## config.mk

```make
export PLATFORM = sky130hd
export DESIGN_NAME = pe_inst_sequencer_flat
export DESIGN_NICKNAME = d
export VERILOG_FILES = /design/src/rtl/pe_inst_pkg.sv /design/src/rtl/pe_inst_sequencer_if.sv /design/src/rtl/pe_inst_field_check.sv /design/src/rtl/pe_inst_sequencer.sv /design/src/flat_wrapper.sv
export SDC_FILE = /design/constraint.sdc
export NUM_CORES = 1
export LEC_CHECK = 0
export CAP_MARGIN = 20
export CORE_MARGIN = 2
export CORE_UTILIZATION = 60
export DETAILED_ROUTE_END_ITERATION = 16
export PLACE_DENSITY = 0.85
export SYNTH_ARGS = -nofsm -noshare
export SYNTH_HDL_FRONTEND = slang
export SYNTH_SLANG_ARGS = --single-unit
```

## constraint.sdc

```tcl
create_clock -name clk -period 14 [get_ports clk]
set_input_delay 2.8 -clock clk [delete_from_list [all_inputs] [get_ports clk]]
set_output_delay 2.8 -clock clk [all_outputs]
set_load 0.1 [all_outputs]
```

## src/rtl/pe_inst_pkg.sv

```systemverilog
// Shared definitions for the PE instruction sequencer: sizes, field layout,
// selector limits, NOP word and sequencer state encoding.
package pe_inst_pkg;

  localparam int unsigned INST_W = 48;
  localparam int unsigned DEPTH  = 16;
  localparam int unsigned ADDR_W = 4;
  localparam int unsigned CNT_W  = 8;
  localparam int unsigned LEN_W  = ADDR_W + 1;

  // Instruction word layout: {fu_opcode, switch_9x7, switch_5x4, reg_file_sel}
  localparam int unsigned FU_LSB   = 44;
  localparam int unsigned FU_W     = 4;
  localparam int unsigned SW97_LSB = 16;
  localparam int unsigned SW97_W   = 28;
  localparam int unsigned SW54_LSB = 4;
  localparam int unsigned SW54_W   = 12;
  localparam int unsigned RF_LSB   = 0;
  localparam int unsigned RF_W     = 4;

  // switch_9x7 holds LSU, opA, opB, N, S, W, E selectors (MSB first)
  localparam int unsigned SEL97_W   = 4;
  localparam int unsigned SEL97_N   = 7;
  localparam int unsigned SEL97_MAX = 8;
  localparam int unsigned SEL54_W   = 3;
  localparam int unsigned SEL54_N   = 4;
  localparam int unsigned SEL54_MAX = 4;

  localparam logic [INST_W-1:0] NOP_INST = '0;

  typedef enum logic [1:0] {
    ST_IDLE = 2'd0,
    ST_RUN  = 2'd1,
    ST_DONE = 2'd2
  } seq_state_e;

endpackage

```

## src/rtl/pe_inst_sequencer_if.sv

```systemverilog
// PE instruction interface: the sequencer drives inst/inst_valid/pc, the PE side drives stall.
interface pe_inst_sequencer_if;
  import pe_inst_pkg::*;

  logic [INST_W-1:0] inst;
  logic              inst_valid;
  logic [ADDR_W-1:0] pc;
  logic              stall;

  modport master (output inst, inst_valid, pc, input stall);
  modport slave  (input inst, inst_valid, pc, output stall);

endinterface

```

## src/rtl/pe_inst_field_check.sv

```systemverilog
// Combinational selector range check on the switch fields of one instruction word.
module pe_inst_field_check
  import pe_inst_pkg::*;
(
  input  logic [SW97_W-1:0] sw97,
  input  logic [SW54_W-1:0] sw54,
  output logic              err_c
);

  always_comb begin
    err_c = 1'b0;
    for (int i = 0; i < SEL97_N; i++) begin
      if (sw97[i*SEL97_W +: SEL97_W] > SEL97_W'(SEL97_MAX)) err_c = 1'b1;
    end
    for (int j = 0; j < SEL54_N; j++) begin
      if (sw54[j*SEL54_W +: SEL54_W] > SEL54_W'(SEL54_MAX)) err_c = 1'b1;
    end
  end

endmodule

```

## src/rtl/pe_inst_sequencer.sv

```systemverilog
// Plays back a loaded instruction context to one PE for loop_cnt iterations.
// Optional selector range checking is enabled with PE_SEQ_FIELD_CHECK_EN.
module pe_inst_sequencer
  import pe_inst_pkg::*;
(
  input  logic                clk,
  input  logic                rst,
  input  logic                cfg_we,
  input  logic [ADDR_W-1:0]   cfg_addr,
  input  logic [INST_W-1:0]   cfg_wdata,
  input  logic                start,
  input  logic [LEN_W-1:0]    prog_len,
  input  logic [CNT_W-1:0]    loop_cnt,
  pe_inst_sequencer_if.master bus,
  output logic                busy,
  output logic                done,
  output logic                err_sel
);

  seq_state_e        state_q;
  logic [ADDR_W-1:0] pc_q;
  logic [LEN_W-1:0]  len_q;
  logic [CNT_W-1:0]  loops_q;
  logic [CNT_W-1:0]  iter_q;
  logic [INST_W-1:0] inst_q;
  logic              valid_q;
  logic              busy_q;
  logic              done_q;

  logic [INST_W-1:0] mem [DEPTH];

  logic [LEN_W-1:0]  len_sat_c;
  logic [INST_W-1:0] first_word_c;
  logic [INST_W-1:0] next_word_c;
  logic [ADDR_W-1:0] next_pc_c;
  logic              last_entry_c;
  logic              last_iter_c;

  // Entry 0 is forwarded from a same-cycle config write so write-then-start sees new data
  always_comb begin
    len_sat_c    = (prog_len > LEN_W'(DEPTH)) ? LEN_W'(DEPTH) : prog_len;
    first_word_c = (cfg_we && (cfg_addr == '0)) ? cfg_wdata : mem[0];
    last_entry_c = ({1'b0, pc_q} == (len_q - LEN_W'(1)));
    last_iter_c  = (iter_q == (loops_q - CNT_W'(1)));
    next_pc_c    = last_entry_c ? '0 : pc_q + ADDR_W'(1);
    next_word_c  = mem[next_pc_c];
  end

  // Context memory is not reset; only writable while idle
  always_ff @(posedge clk) begin
    if (cfg_we && (state_q == ST_IDLE)) mem[cfg_addr] <= cfg_wdata;
  end

  always_ff @(posedge clk) begin
    if (rst) begin
      state_q <= ST_IDLE;
      pc_q    <= '0;
      len_q   <= '0;
      loops_q <= '0;
      iter_q  <= '0;
      inst_q  <= NOP_INST;
      valid_q <= 1'b0;
      busy_q  <= 1'b0;
      done_q  <= 1'b0;
    end else begin
      case (state_q)
        ST_IDLE: begin
          done_q <= 1'b0;
          if (start) begin
            if (len_sat_c != '0) begin
              state_q <= ST_RUN;
              len_q   <= len_sat_c;
              loops_q <= (loop_cnt == '0) ? CNT_W'(1) : loop_cnt;
              iter_q  <= '0;
              pc_q    <= '0;
              inst_q  <= first_word_c;
              valid_q <= 1'b1;
              busy_q  <= 1'b1;
            end else begin
              state_q <= ST_DONE;
              done_q  <= 1'b1;
            end
          end
        end
        ST_RUN: begin
          if (!bus.stall) begin
            if (last_entry_c && last_iter_c) begin
              state_q <= ST_DONE;
              pc_q    <= '0;
              iter_q  <= '0;
              inst_q  <= NOP_INST;
              valid_q <= 1'b0;
              busy_q  <= 1'b0;
              done_q  <= 1'b1;
            end else begin
              pc_q   <= next_pc_c;
              inst_q <= next_word_c;
              if (last_entry_c) iter_q <= iter_q + CNT_W'(1);
            end
          end
        end
        ST_DONE: begin
          state_q <= ST_IDLE;
          done_q  <= 1'b0;
        end
        default: state_q <= ST_IDLE;
      endcase
    end
  end

  assign bus.inst       = inst_q;
  assign bus.inst_valid = valid_q;
  assign bus.pc         = pc_q;
  assign busy           = busy_q;
  assign done           = done_q;

`ifdef PE_SEQ_FIELD_CHECK_EN
  logic [INST_W-1:0] check_word_c;
  logic              field_err_c;
  logic              err_q;

  // Check the word about to be loaded so the flag lines up with it on inst
  assign check_word_c = (state_q == ST_IDLE) ? first_word_c : next_word_c;

  pe_inst_field_check u_field_check (
    .sw97  (check_word_c[SW97_LSB +: SW97_W]),
    .sw54  (check_word_c[SW54_LSB +: SW54_W]),
    .err_c (field_err_c)
  );

  always_ff @(posedge clk) begin
    if (rst) begin
      err_q <= 1'b0;
    end else if ((state_q == ST_IDLE) && start) begin
      err_q <= (len_sat_c != '0) && field_err_c;
    end else if ((state_q == ST_RUN) && !bus.stall && !(last_entry_c && last_iter_c)) begin
      err_q <= err_q | field_err_c;
    end
  end

  assign err_sel = err_q;
`else
  assign err_sel = 1'b0;
`endif

endmodule

```

## src/flat_wrapper.sv

```systemverilog
// flat-port wrapper written by rule: the top's interface ports become plain ports
module pe_inst_sequencer_flat import pe_inst_pkg::*;
  (clk, rst, cfg_we, cfg_addr, cfg_wdata, start, prog_len, loop_cnt, busy, done, err_sel, bus_inst, bus_inst_valid, bus_pc, bus_stall);
  pe_inst_sequencer_if bus_i ();
  input  logic clk;
  input  logic rst;
  input  logic cfg_we;
  input  logic [ADDR_W-1:0] cfg_addr;
  input  logic [INST_W-1:0] cfg_wdata;
  input  logic start;
  input  logic [LEN_W-1:0] prog_len;
  input  logic [CNT_W-1:0] loop_cnt;
  output logic busy;
  output logic done;
  output logic err_sel;
  output wire logic [$bits(bus_i.inst)-1:0] bus_inst;
  output wire logic [$bits(bus_i.inst_valid)-1:0] bus_inst_valid;
  output wire logic [$bits(bus_i.pc)-1:0] bus_pc;
  input wire logic [$bits(bus_i.stall)-1:0] bus_stall;
  assign bus_inst = bus_i.inst;
  assign bus_inst_valid = bus_i.inst_valid;
  assign bus_pc = bus_i.pc;
  assign bus_i.stall = bus_stall;
  pe_inst_sequencer u_core (.clk(clk), .rst(rst), .cfg_we(cfg_we), .cfg_addr(cfg_addr), .cfg_wdata(cfg_wdata), .start(start), .prog_len(prog_len), .loop_cnt(loop_cnt), .bus(bus_i), .busy(busy), .done(done), .err_sel(err_sel));
endmodule
```

Word level (Yosys, flattened, before mapping)
Memories as Yosys holds them, arrays and structs flattened.
Cells that the tools add are included.
{ "op_classes": {"eq_ne": 9, "reduce_logical": 15, "mux": 37, "n_lt_le_gt_ge": 1, "addsub": 4} }
{ "op_table": {"columns": ["operator", "n"], "rows": [
  ["two-way mux 48 bit", 5],
  ["one-hot mux 48 bit (2 select lines)", 1],
  ["two-way mux 8 bit", 6],
  ["two-way mux 4 bit", 5],
  ["one-hot mux 8 bit (2 select lines)", 1],
  ["two-way mux 1 bit", 10],
  ["AND reduction 5 bit", 2],
  ["AND reduction 3 bit", 3],
  ["adder 8 x 1 -> 8 bit (second input constant)", 1],
  ["equality test 8 bit", 1],
  ["zero test 8 bit", 1],
  ["two-way mux 2 bit", 4],
  ["one-hot mux 4 bit (2 select lines)", 1],
  ["subtractor 8 x 1 -> 8 bit (second input constant)", 1],
  ["inequality test 2 bit (second input constant)", 3],
  ["equality test 4 x 5 -> 1 bit", 1],
  ["greater-than comparator 5 bit (second input constant)", 1],
  ["two-way mux 5 bit", 1],
  ["nonzero test 5 bit", 1],
  ["subtractor 5 x 1 -> 5 bit (second input constant)", 1],
  ["adder 4 x 1 -> 4 bit (second input constant)", 1],
  ["zero test 4 bit", 1],
  ["one-hot mux 2 bit (2 select lines)", 1],
  ["AND reduction 4 bit", 1],
  ["10 further kinds", 12]
]} }
{ "word_totals": {"mem_count": 1, "input_bits": 70, "register_bits": 77, "mem_bits_rw": 768, "wordCells": 75} }
{ "memory_table": {"columns": ["memory", "depth", "word_bits", "rd", "rd_ports_with_merged_regs", "write_ports", "line", "source"], "rows": [
  ["u_core.mem", 16, 48, 2, 0, 1, "pe_inst_sequencer.sv:30", "logic [INST_W-1:0] mem [DEPTH];"]
]} }

Depth between registers and ports, before layout
Gate-level depths: netlist (run 1).
An unclocked memory read counts as a cell.
{ "logic_depth": {"word_depth": 7, "ltp_mapped": 11, "mapped_depth_nobuf": 8} }

Least setup slack after synthesis (run 1)
Ideal clock, no wire load.
{ "synth_path": {"kind": "input to register", "startpoint": "in cfg_addr[0]", "endpoint": "mem u_core.mem[2][0] (enable)", "path_slack_ns": 7.157, "arrival_ns": 6.330, "path_buffers": 0, "cell_stages": 2, "path_cell_list": "nand4b_1 > nor3_1"} }
{ "synth_lines": {"columns": ["element", "line", "source"], "rows": [
  ["start, declared", "flat_wrapper.sv:8", "input logic [ADDR_W-1:0] cfg_addr;"],
  ["end, declared", "pe_inst_sequencer.sv:30", null]
]} }
No word-level cell before the write port.

Final worst setup path (run 1)
{ "layout_path": {"startpoint": "reg u_core.pc_q[0] (netlist: u_core.bus.pc[0])", "endpoint": "out bus_pc[0]"} }
{ "layout_lines": {"columns": ["element", "line", "source"], "rows": [
  ["start, declared", "pe_inst_sequencer.sv:21", "logic [ADDR_W-1:0] pc_q;"],
  ["start signal, assigned", "pe_inst_sequencer.sv:96", "pc_q <= next_pc_c;"],
  ["end, declared", "flat_wrapper.sv:18", "output wire logic [$bits(bus_i.pc)-1:0] bus_pc;"]
]} }
No word-level cell between the ends.

==> qor.txt, run 1 <==
status - finished, final reports clean
CTS Buf Count - 80
Worst-Margin Slew - 1.188 ns
depth of the most critical reg-to-reg path - 7
vias in the first global route - 21320
WP data arrival - 2.89 ns
first-pass GRT wire length - 129.0 mm
Final Util - 69.12%
pin count of the biggest net entering global routing - 78
Total Nets Final - 2370
Slew Limit Fails - 0
setup_tns - 0 ns
Synth Net Count - 2277
Post-DP Area - 0.03632 mm²
PD cells - 160.7 mW/mm²
Synth Cell Area - 0.03424 mm²
Seq/Total Area, Yosys - 71.87%
root buf cell - clkbuf_16
CTS Buffer Depth - 3
Setup Fix Bufs, Post-CTS - 0
Post-Route WL - 87.04 mm
Slew headroom - 20.82%
Mapped Avg Cell Area - 15.56 µm²
CORE AREA - 0.05639 mm²
RD Place Congestion - 0.8701
Final min period - 5.690 ns
Setup crit start kind - register
reg-to-reg slack, setup - 9.53 ns
via count - 21190
Largest stage delay, worst path - 1.29 ns
RR Startpoint - u_core.bus.pc[0]$_SDFFE_PP0P_
Crit. End Element - output pin
Setup Skew - 0.01991 ns
I/O Buffers - 124
FF-to-FF End - u_core.bus.inst[19]$_SDFFE_PP0P_
layout overhead on the synthesized area - 13.84%
crit path capture - bus_pc[0]
leakage - 0.01185 µW
GR Util All Layers - 29.11%
required time of the critical path - 11.20 ns
CTS Sinks - 845
gr ovfl total - 0
distinct cell type count after synthesis - 63
# H-tree levels - 3
most common cell after layout, fill and taps aside - edfxtp_1
Hold Violations, Final - 0
WL/cell - 27.91 µm
Hold-fix buffers, CTS - 0
drt drc - 0
DR pass1 iterations - 5
die area - 0.05899 mm²
Clock Latency Late Sink - 0.63 ns
initial drt markers - 3206
Inst Count DP - 2967
CTS tree - done
Max-Cap Viols - 0
Worst path depth - 1
endpoints failing setup - 0
share of synthesized registers carrying an async set or reset - 0%
fmax - 0.1758 GHz
Die Ht - 242.9 µm
Worst-path clk slew - 0.06 ns
Hold Crit Class - reg2reg
antenna-violating nets left - 0
worst hold slack - 0.4817 ns
Critical Path Fanout Max - 57
most frequent cells in the layout - edfxtp_1, a21oi_1, mux2i_1
Layout Cells excl Fill - 3119
Syn Inst Count - 2200
initial antenna violation count - 5
slowest CP cell - clkdlybuf4s50_1
final instance area - 0.03897 mm²
crit share post-route - 40.64%
dpl hpwl - 41.02 mm
Top Ports - 126
Synth warnings - 0
RSZ-0062 raised after global routing - false
share of cells above drive strength 1 - 10.08%
Initial Utilization - 60.72%
Synth Register Bits - 845
Post-CTS Resized - 0
CP Class - reg2out
worst-case vdd ir drop - 0.1273 mV
CP top delay family - buffers and inverters
number of synthesized flops with an enable pin - 768
worst path bufs/invs - 1
top_reg_cell synth - edfxtp_1
crit path launch - u_core.bus.pc[0]$_SDFFE_PP0P_
die width - 242.9 µm
worst path cell trace - clkdlybuf4s50_1
Core Rows - 87
routed vias/inst - 6.794
registers in the layout, indices dropped and copies added (netlist names):
signal / flops
u_core.done: 1
u_core.bus.inst_valid: 1
u_core.mem: 768
u_core.len_q: 5
u_core.loops_q: 8
u_core.state_q: 2
u_core.iter_q: 8
u_core.bus.inst: 48
u_core.bus.pc: 4
cell usage after synthesis (12+ instances only):
cell type | count | area (µm²)
o22a_1 | 47 | 411.6
o31ai_1 | 50 | 375.4
nor2_1 | 83 | 311.6
nand3_1 | 17 | 85.08
edfxtp_1 | 768 | 23060
clkbuf_1 | 97 | 364.1
a21oi_1 | 354 | 1772
or3_1 | 47 | 294.0
buf_1 | 13 | 48.80
dfxtp_1 | 77 | 1541
mux4_2 | 50 | 1126
buf_2 | 38 | 190.2
o21a_1 | 49 | 367.9
mux2i_1 | 237 | 2372
nand2b_1 | 48 | 300.3
nand2_1 | 37 | 138.9
o221ai_1 | 47 | 411.6
nor3_1 | 12 | 60.06
inv_1 | 16 | 60.06
per-layer routing:
metal	wire (µm)	global-route usage (%)	part of all wire, %
met1	31540	39.22	36
met2	41340	45.99	48
met3	10490	6.115	12
met4	3628	13.61	4.2
met5	34	0	0.039
worst min path at each step:
stage                                       endpoint  cells after the start  slack [ns]                        startpoint
CTS                     u_core.len_q[4]$_SDFFE_PP0P_                      2        0.49      u_core.len_q[4]$_SDFFE_PP0P_
finish              u_core.bus.inst[38]$_SDFFE_PP0P_                      2        0.48  u_core.bus.inst[38]$_SDFFE_PP0P_
detailed placement      u_core.len_q[4]$_SDFFE_PP0P_                      2        0.47      u_core.len_q[4]$_SDFFE_PP0P_
global placement    u_core.bus.inst[44]$_SDFFE_PP0P_                      2        0.45  u_core.bus.inst[44]$_SDFFE_PP0P_
global route            u_core.len_q[4]$_SDFFE_PP0P_                      2        0.51      u_core.len_q[4]$_SDFFE_PP0P_
floorplan               u_core.len_q[1]$_SDFFE_PP0P_                      2        0.45      u_core.len_q[1]$_SDFFE_PP0P_
worst reg2reg max path, cell delays in order, from the launching register on:
cell and delay [ns]:
dfxtp_4 0.96, ha_4 0.57, buf_4 0.74, nand2b_2 0.73
buf_4 0.61, a21oi_1 0.23, o21a_1 0.26, o31ai_1 0.27
report_power, final:
group | switching [µW] | internal (µW)
logic | 793 | 351
clock network | 909 | 1280
registers | 79.3 | 2860
total | 1780 | 4480
area by class of cell:
type | count | area (µm²)
Clock buffer | 125 | 2282
Timing Repair Buffer | 166 | 1556
Multi-Input combinational cell | 1184 | 9153
Tap cell | 756 | 945.9
Inverter | 16 | 60.06
Antenna cell | 3 | 7.507
Fill cell | 3453 | 17410
Sequential cell | 845 | 24610
Clock inverter | 24 | 361.6
logic make-up (layout without fill, tap and decap cells):
family / after synthesis / after routing / share of synthesized area (%)
xor gates and xnor gates: 18 / 18 / 0.5043
AOI/OAI and AO/OA: 594 / 594 / 10.83
DFF: 845 / 845 / 71.87
buffers and inverters: 171 / 331 / 2.101
adders and majority gates: 7 / 7 / 0.2558
other: 1 / 4 / 0.01095
muxes: 288 / 288 / 10.25
and+or+nand+nor: 276 / 276 / 4.177
per-stage QoR:
step	setup WS [ns]	power [µW]
2_1_floorplan	7.157	3767
3_3_place_gp	8.528	4069
3_5_place_dp	8.340	4111
4_1_cts	8.245	6263
5_1_grt	8.239	6433
6_report	8.310	6263
(Power assumes the default switching activity.)
==> inputs of run 2 (changes only) <==
--- a/config.mk
+++ b/config.mk
@@ -7,9 +7,9 @@
 export LEC_CHECK = 0
 export CAP_MARGIN = 20
 export CORE_MARGIN = 2
-export CORE_UTILIZATION = 60
+export CORE_UTILIZATION = 55
 export DETAILED_ROUTE_END_ITERATION = 16
-export PLACE_DENSITY = 0.85
+export PLACE_DENSITY = 0.82
 export SYNTH_ARGS = -nofsm -noshare
 export SYNTH_HDL_FRONTEND = slang
 export SYNTH_SLANG_ARGS = --single-unit
==> constraint.sdc (replaced) <==
create_clock -name clk -period 4.7 [get_ports clk]
set_input_delay 0.94 -clock clk [delete_from_list [all_inputs] [get_ports clk]]
set_output_delay 0.94 -clock clk [all_outputs]
set_load 0.1 [all_outputs]
==> run 2 against run 1 <==
  * Critical path depth is 6 higher
  * Wire length is 0.63% lower
  * Sequential cell count stayed put
  * Largest cell class unchanged
  * Clock-buffer cell count is 13 lower
==> qor.txt, run 2 (synthesis gave the netlist of run 1 again) <==
die width - 253.5 µm
layout overhead on the synthesized area - 15.13%
# H-tree levels - 3
routed vias/inst - 6.580
endpoints failing setup - 0
final instance area - 0.03942 mm²
I/O Buffers - 124
post-place setup slack - 0.9922 ns
CORE AREA - 0.06160 mm²
slowest CP cell - nand3_2
Top Ports - 126
Critical Path Fanout Max - 24
worst path cell trace - nor4_2 -> a2111oi_0 -> a311o_1 -> o2111ai_2 -> nand3_2 -> buf_12 -> o31ai_1
pin count of the biggest net entering global routing - 118
Setup crit start kind - register
required time of the critical path - 5.22 ns
Slew Limit Fails - 0
Initial Utilization - 55.58%
Hold Crit Class - reg2reg
Setup Skew - 0.01612 ns
first-pass GRT wire length - 128.6 mm
Post-CTS Resized - 0
RD Place Congestion - 0.8431
Reg with most FFs - u_core.mem
Worst-path clk slew - 0.06 ns
dpl hpwl - 44.95 mm
gr ovfl total - 0
Setup Fix Bufs, Post-CTS - 0
Hold Violations, Final - 0
initial drt markers - 2762
worst-case vdd ir drop - 0.3119 mV
initial antenna violation count - 3
GR Util All Layers - 26.82%
PD cells - 476.9 mW/mm²
Slew headroom - 8.142%
Post-DP Area - 0.03667 mm²
leakage - 0.01203 µW
fmax - 0.2773 GHz
setup ws final - 1.094 ns
CTS tree - done
CP Class - reg2reg
die area - 0.06426 mm²
CP top delay family - compound AO/OA/AOI/OAI gates
status - finished, final reports clean
Post-Route WL - 86.49 mm
WP data arrival - 4.13 ns
vias in the first global route - 21320
Clock Latency Late Sink - 0.64 ns
max reg flops - 768
setup_tns - 0 ns
CTS Buf Count - 84
crit share post-route - 76.72%
antenna-violating nets left - 0
RSZ-0062 raised after global routing - false
worst path bufs/invs - 1
Final min period - 3.606 ns
Core Rows - 91
Worst-Margin Slew - 1.378 ns
via count - 21170
CTS Buffer Depth - 3
root buf cell - clkbuf_16
DR pass1 iterations - 5
Max-Cap Viols - 0
most frequent cells in the layout - edfxtp_1, a21oi_1, mux2i_1
worst hold slack - 0.4826 ns
Hold-fix buffers, CTS - 0
Total Nets Final - 2386
Power Total - 18800 µW
drt drc - 0
Largest stage delay, worst path - 0.78 ns
WL/cell - 26.88 µm
most common cell after layout, fill and taps aside - edfxtp_1
Crit. End Element - register
Die Ht - 253.5 µm
CTS Sinks - 845
share of cells above drive strength 1 - 11.44%
run 2: cell count changes in the layout (fill, tap and decap cells not counted), moves of 2 or more:
cell        previous run  this run
clkbuf_1              35        17
nor3_2                 4         1
nor3_4                 1         4
bufinv_16              8         5
clkinv_2               3        18
clkinvlp_4             0         3
clkinv_1               6         8
buf_12                 0        10
clkinv_4               0         3
clkbuf_16             81        86
run 2: worst paths after layout:
kind / from / to / slack, ns / depth (start not counted)
setup / recovery: u_core.loops_q[2]$_SDFFE_PP0P_ / u_core.bus.inst[43]$_SDFFE_PP0P_ / 1.09 / 7
hold / removal: u_core.len_q[1]$_SDFFE_PP0P_ / u_core.len_q[1]$_SDFFE_PP0P_ / 0.48 / 2
setup reg to reg: u_core.loops_q[2]$_SDFFE_PP0P_ / u_core.bus.inst[43]$_SDFFE_PP0P_ / 1.09 / 7
hold reg to reg: u_core.len_q[1]$_SDFFE_PP0P_ / u_core.len_q[1]$_SDFFE_PP0P_ / 0.48 / 2
run 2: layer usage:
| layer | track usage [%] | routed length [µm] |
|---|---|---|
| met5 | 0 | 8 |
| met4 | 12.24 | 3380 |
| met3 | 5.183 | 9254 |
| met2 | 42.44 | 41090 |
| met1 | 36.33 | 32760 |
run 2: metrics by stage:
stage                     utilization (%)  cells
after floorplan                         -   2200
after global placement              59.49   3058
after detailed placement            59.53   3059
after CTS                           63.96   3214
after global routing                63.98   3217
final                               63.99   3218
run 2: area by class of cell:
type | instances | area (µm²)
fill | 4064 | 22180
inverter | 16 | 60.06
sequential | 845 | 24610
timing repair buffer | 178 | 1792
clock inverter | 43 | 390.4
clock buffer | 112 | 2340
multi-input combinational | 1184 | 9171
antenna | 3 | 7.507
tap | 837 | 1047
run 2: worst register-to-register path: cells and delay by family, from the launching register on:
family	cells	cell delay, ns
compound gates	4	1.45
buf+inv	1	0.47
flops	1	0.38
simple gates	2	1.22
run 2: power by group:
part           switching [µW]  internal (µW)  total (µW)  leakage, µW
combinational            2410           1070        3480      0.00313
clock                    2800           3800        6600      0.00135
sequential                214           8500        8720      0.00756
